**src/rtl/mem_port_arbiter.sv**
```systemverilog
// Arbitrates one single-port memory between instruction fetch and data load/store.
// Data side has priority, the request is held until mem_ack_i, and a timeout flags a dead memory.
module mem_port_arbiter #(
    parameter int unsigned ADDR_W = 32,
    parameter int unsigned DATA_W = 32,
    parameter int unsigned TMO_W  = 8
) (
    input  logic              clk_i,
    input  logic              rst_i,
    input  logic              if_req_i,
    input  logic [ADDR_W-1:0] if_addr_i,
    output logic [DATA_W-1:0] if_data_o,
    output logic              if_ack_o,
    input  logic              dm_req_i,
    input  logic              dm_we_i,
    input  logic [ADDR_W-1:0] dm_addr_i,
    input  logic [DATA_W-1:0] dm_wdata_i,
    output logic [DATA_W-1:0] dm_rdata_o,
    output logic              dm_ack_o,
    output logic              mem_req_o,
    output logic              mem_we_o,
    output logic [ADDR_W-1:0] mem_addr_o,
    output logic [DATA_W-1:0] mem_wdata_o,
    input  logic [DATA_W-1:0] mem_rdata_i,
    input  logic              mem_ack_i,
    output logic              stall_o,
    output logic              err_o
);

    typedef enum logic [1:0] {
        IDLE  = 2'd0,
        GNT_I = 2'd1,
        GNT_D = 2'd2,
        DONE  = 2'd3
    } state_e;

    localparam logic [TMO_W-1:0] TMO_MAX = '1;

    state_e              state_q;
    logic [TMO_W-1:0]    tmo_q;
    logic [TMO_W-1:0]    tmo_d;
    logic                tmo_fire;
    logic [DATA_W-1:0]   rsp_data;

    logic                mem_req_q;
    logic                mem_we_q;
    logic [ADDR_W-1:0]   mem_addr_q;
    logic [DATA_W-1:0]   mem_wdata_q;
    logic [DATA_W-1:0]   if_data_q;
    logic                if_ack_q;
    logic [DATA_W-1:0]   dm_rdata_q;
    logic                dm_ack_q;
    logic                err_q;

    // Saturating timeout count; fires when this cycle would reach all-ones without an ack.
    always_comb begin
        tmo_d    = (tmo_q == TMO_MAX) ? TMO_MAX : tmo_q + TMO_W'(1);
        tmo_fire = ~mem_ack_i & (tmo_d == TMO_MAX);
        rsp_data = mem_ack_i ? mem_rdata_i : '0;
    end

    always_ff @(posedge clk_i) begin
        if (rst_i) begin
            state_q     <= IDLE;
            tmo_q       <= '0;
            mem_req_q   <= 1'b0;
            mem_we_q    <= 1'b0;
            mem_addr_q  <= '0;
            mem_wdata_q <= '0;
            if_data_q   <= '0;
            if_ack_q    <= 1'b0;
            dm_rdata_q  <= '0;
            dm_ack_q    <= 1'b0;
            err_q       <= 1'b0;
        end else begin
            if_ack_q <= 1'b0;
            dm_ack_q <= 1'b0;
            case (state_q)
                IDLE: begin
                    if (dm_req_i) begin
                        mem_req_q   <= 1'b1;
                        mem_we_q    <= dm_we_i;
                        mem_addr_q  <= dm_addr_i;
                        mem_wdata_q <= dm_wdata_i;
                        tmo_q       <= '0;
                        state_q     <= GNT_D;
                    end else if (if_req_i) begin
                        mem_req_q   <= 1'b1;
                        mem_we_q    <= 1'b0;
                        mem_addr_q  <= if_addr_i;
                        tmo_q       <= '0;
                        state_q     <= GNT_I;
                    end
                end
                GNT_I, GNT_D: begin
                    if (!mem_ack_i) begin
                        tmo_q <= tmo_d;
                    end
                    if (mem_ack_i || tmo_fire) begin
                        mem_req_q <= 1'b0;
                        mem_we_q  <= 1'b0;
                        state_q   <= DONE;
                        if (!mem_ack_i) begin
                            err_q <= 1'b1;
                        end
                        if (state_q == GNT_I) begin
                            if_data_q <= rsp_data;
                            if_ack_q  <= 1'b1;
                        end else begin
                            dm_ack_q <= 1'b1;
                            // Stores leave the last load data untouched.
                            if (!mem_we_q) begin
                                dm_rdata_q <= rsp_data;
                            end
                        end
                    end
                end
                DONE: begin
                    state_q <= IDLE;
                end
                default: begin
                    state_q <= IDLE;
                end
            endcase
        end
    end

    assign mem_req_o   = mem_req_q;
    assign mem_we_o    = mem_we_q;
    assign mem_addr_o  = mem_addr_q;
    assign mem_wdata_o = mem_wdata_q;
    assign if_data_o   = if_data_q;
    assign if_ack_o    = if_ack_q;
    assign dm_rdata_o  = dm_rdata_q;
    assign dm_ack_o    = dm_ack_q;
    assign err_o       = err_q;

    // Pipeline freeze while either side still waits for its completion pulse.
    assign stall_o = (if_req_i & ~if_ack_q) | (dm_req_i & ~dm_ack_q);

endmodule

```
**config.mk**
```make
export PLATFORM = sky130hd
export DESIGN_NAME = mem_port_arbiter
export DESIGN_NICKNAME = d
export VERILOG_FILES = /design/src/rtl/mem_port_arbiter.sv
export SDC_FILE = /design/constraint.sdc
export NUM_CORES = 1
export LEC_CHECK = 0
export BUFFER_PORTS_ARGS = -buffer_cell sky130_fd_sc_hd__buf_2
export CAP_MARGIN = 20
export CORE_MARGIN = 1.5
export CORE_UTILIZATION = 47
export CTS_BUF_LIST = sky130_fd_sc_hd__clkbuf_16
export DETAILED_ROUTE_END_ITERATION = 7
export PLACE_DENSITY = 0.84
export SETUP_SLACK_MARGIN = 0.3
export SYNTH_ARGS = -nofsm -noshare
export SYNTH_HDL_FRONTEND = slang
export SYNTH_SLANG_ARGS = --single-unit
```
**constraint.sdc**
```tcl
create_clock -name clk_i -period 2.55 [get_ports clk_i]
set_clock_uncertainty 0.05 [all_clocks]
set_input_delay 0.255 -clock clk_i [delete_from_list [all_inputs] [get_ports clk_i]]
set_output_delay 0.255 -clock clk_i [all_outputs]
set_load 0.05 [all_outputs]
```
Yosys cells after proc, flatten, opt, wreduce, memory -nomap -nowiden
Index checks and enable logic that the tools add are counted.

Register bits: 143. Bits of input ports: 134. Output and inout port bits: 134.

Add/subtract/negate cells: 1. Eq/ne operators: 8. Mux-type cells: 21. Bitwise logic cells: 11. Reduce and logical (&&, ||, !) cells: 14.

Operators by type and width (count): $mux 32 (3); $mux 8 (4); $eq 8x8->1 const B (2); $pmux 8 s2 (1); $reduce_and 3->1 (4); $add 8x1->8 const B (1); $mux 1 (7); $not 1->1 (7); $mux 2 (3); $pmux 2 s3 (1); $reduce_and 2->1 (3); $eq 2x2->1 const B (2); $ne 2x2->1 const B (2); $pmux 1 s2 (2); $reduce_and 4->1 (1); $reduce_bool 2->1 (2); $and 1x1->1 (3); $ne 3x3->1 const B (1); $reduce_or 3->1 (1); $eq 2x1->1 const B (1); $logic_not 2->1 (1); $reduce_or 2->1 (1); $logic_or 1x1->1 (1); $or 1x1->1 (1).

Logic depth before layout (Yosys ltp)
Word-level depth: 7. Mapped depth: 7.

Worst setup path after synthesis
OpenSTA, ideal clock, no wires.

Kind: reg-to-reg. Start: reg state_q[0]. End: reg dm_rdata_q[10], in the netlist dm_rdata_o[10]. Setup time: 117 ps. Data arrival time: 1802 ps. Path slack: 581 ps. Stages on the path, launching flop included: 8. Buffers on the path: 1. Clock period less this slack: 1969 ps. Cell sequence: dfxtp_1 -> inv_1 -> ha_1 -> inv_2 -> or3_1 -> a21o_1 -> buf_6 -> a32o_1.

Word-level cells in the longest chain between the ends: 3.

RTL lines: start, declared (line 39) `state_e state_q;`; start signal, assigned (line 64) `state_q <= IDLE;`; start signal, assigned (line 86) `state_q <= GNT_D;`; start signal, assigned (line 92) `state_q <= GNT_I;`; $eq 2x1->1 / $eq 2x2->1 (equally long branches) (line 78, 106); $reduce_or 2->1 / $not 1->1 (equally long branches); $reduce_and 4->1 (no line) *; end signal, assigned (line 113) `dm_rdata_q <= rsp_data;`; end, declared (line 51) `logic [DATA_W-1:0] dm_rdata_q;`.

Every way passes the cells marked *; elsewhere a longest branch is shown, timed or not. A chain may end at the register's enable or synchronous reset.

Final worst setup path
Start: reg state_q[0]. End: reg dm_rdata_q[19], in the netlist dm_rdata_o[19].

Same word-level chain as after synthesis.

==> results_dict.tcl <==
set metrics [dict create \
    grt_antenna_before_repair 0 \
    synth_flop_cell "dfxtp_1" \
    status "finished clean" \
    num-nets-final 1037 \
    hpwl_um 11400 \
    end_kind "register" \
    cp_data_arrival_time_ns 2.38 \
    vias 5941 \
    cp_data_required_time_ns 2.81 \
    synth_nets 791 \
    io_pins 268 \
    critical_path.max_stage_delay_ns 0.42 \
    async_flop_share_pct 0 \
    netlist_area_sq_um 5870 \
    synth_warnings 0 \
    synth_edf_count 0 \
    crit_chain "inv_1, ha_4, inv_2, or3_1, a21o_4, buf_12, a32o_1" \
    stdcell_area_sq_um 8020 \
    ant_nets 0 \
    die_y_um 115 \
    slowest_stage "or3_1" \
    first_iter_violations 588 \
    synth-seq-cells 143 \
    powerDensity_nw_per_um2 1210 \
    max_freq_ghz 0.472 \
    post-route-drc-count 0 \
    start_util_pct 48.5 \
    viasPerCell 5.50 \
    grt.total_usage_pct 25.5 \
    wl_met3_um 1830 \
    worstMarginPinSlew_ns 0.706 \
    path_class "register to register" \
    synthDistinctLibCells 42 \
    core_area_sq_um 12100 \
    cts_made_buffers 17 \
    post-route-period-util_pct 83.0 \
    layout-drive-gt1-share_pct 35.3 \
    final_max_slew_viol_count 0 \
    rows 40 \
    hold_violations 0 \
    area_delta_synth_final_pct 36.6 \
    dieArea_sq_um 13200 \
    firstDrtPassIters 6 \
    synth-seq-area-share_pct 48.7 \
    rsz0062_at_grt "no" \
    clock_sinks 143 \
    overflow 0 \
    synth_cells 653 \
    post_dp_cell_area_sq_um 7310 \
    cts_tree "done" \
    clk_latency_ns 0.42 \
    cts.path.max_buffers 2 \
    leakage_uw 0.00384 \
    max-slew-margin-rel_pct 53.0 \
    routed-wl-met2_um 8180 \
    grt_max_degree 66 \
    highest_layer "met4" \
    setup_viol 0 \
    post-cts-setup-buffers 0 \
    hp-class "input port to register" \
    critPathBufInv 3 \
    grt_pass1_wl_um 26500 \
    wl_met1_um 6840 \
    critPathTopFamily "compound AO/OA/AOI/OAI gates" \
    grt_pass1_vias 5516 \
    ir_drop_mv 0.732 \
    cp_max_fo 21 \
    clkTransAtPathRegs_ns 0.06 \
    die_width_um 115 \
    final_cell_mix "buf_2, dfxtp_1, nand2_1" \
    startpoint_type "register" \
    mostFrequentLayoutCell "buf_2" \
    htreeDepth 4 \
    fin_cells 1080 \
    wl_per_cell_um 16.1 \
    clockRootBuffer "clkbuf_16" \
    place_congestion 0.887 \
    wirelength_um 17300 \
    dp.cells 1045 \
    max_cap_violations 0 \
    fin_crit_ns 2.12 \
    n_antenna_cell 0 \
    fin_setup_tns_ns 0 \
    io_buffers 267 \
    syn_area_per_cell_sq_um 8.99 \
]
-- through the flow --
step | hold WS (ns) | total power [uW] | worst slack (ns) | utilization [%]
floorplan | 0.331 | 5990 | 0.581 | -
global placement | 0.389 | 6850 | 0.261 | 60.3
detailed placement | 0.394 | 6910 | 0.196 | 60.3
CTS | 0.000908 | 9740 | 0.352 | 66.2
global route | 0.00598 | 10200 | 0.349 | 66.2
finish | 0.0141 | 9740 | 0.433 | 66.2
-- power breakdown --
part           switching (uW)  total, uW  internal, uW
logic                    2940       3970          1020
registers                 241       2970          2730
clock network             971       2800          1830
total                    4150       9740          5580
-- synthesized netlist by cell type, types with 2 or more instances --
cell,count,area (sq um)
nor3_1,8,40.0
dfxtp_1,143,2860
buf_2,7,35.0
inv_1,6,22.5
a32o_1,32,320
o21a_1,2,15.0
or3_1,2,12.5
and3_1,2,12.5
ha_1,4,50.1
nand3_1,35,175
a32oi_1,32,280
buf_6,3,33.8
nand2_1,112,420
o211ai_1,2,15.0
o22ai_1,2,12.5
o21ai_0,8,40.0
a211oi_1,34,255
nor2_1,37,139
a31oi_1,2,12.5
clkbuf_1,44,165
nand4_1,2,12.5
mux2i_1,33,330
and2_1,2,12.5
nor2b_1,35,219
a21oi_1,44,220
buf_1,4,15.0
-- kinds of logic (layout without fill, tap and decap cells) --
| logic type | Yosys count | count (layout) | synth area share [%] |
|---|---|---|---|
| buffers and inverters | 66 | 325 | 4.75 |
| AOI/OAI and AO/OA | 165 | 165 | 21.3 |
| DFF | 143 | 143 | 48.7 |
| adders and majority gates | 4 | 4 | 0.852 |
| muxes | 33 | 33 | 5.62 |
| and+or+nand+nor | 242 | 242 | 18.7 |
-- timing repair --
action                     in CTS  in global routing
hold buffers                    3                  0
hold endpoints to repair        3                  0
gates cloned                    0                  0
setup endpoints to repair      21                 21
gates resized for setup         3                  1
pin swaps                       0                  0
-- routing by layer --
| metal | up-vias | track usage [%] |
|---|---|---|
| li1 | 2861 | - |
| met1 | 2688 | 30.3 |
| met2 | 345 | 41.6 |
| met3 | 47 | 9.44 |
| met4 | 0 | 11.4 |
| met5 | - | 0 |
-- layout make-up --
| cell class | instances | area (sq um) |
|---|---|---|
| tap | 168 | 210 |
| multi-input combinational | 444 | 2760 |
| sequential | 143 | 2860 |
| clock inverter | 15 | 241 |
| fill | 1018 | 4090 |
| timing repair buffer | 285 | 1490 |
| clock buffer | 17 | 425 |
| inverter | 8 | 30.0 |
-- state kept, by name, summed over array words and instances, names as in the netlist, 2 cells and up --
name,count
dm_rdata_o,32
if_data_o,32
mem_addr_o,32
mem_wdata_o,32
tmo_q,8
state_q,2
-- worst paths after layout --
kind / from / endpoint / slack (ns) / depth (start not counted)
worst max-delay path: state_q[0] / dm_rdata_o[19] / 0.43 / 7
worst min-delay path: mem_rdata_i[12] / dm_rdata_o[12] / 0.01 / 2
worst max register to register: state_q[0] / dm_rdata_o[19] / 0.43 / 7
worst min register to register: mem_wdata_o[12] / mem_wdata_o[12] / 0.40 / 2
Note: power is estimated with default switching activity, not from simulation.
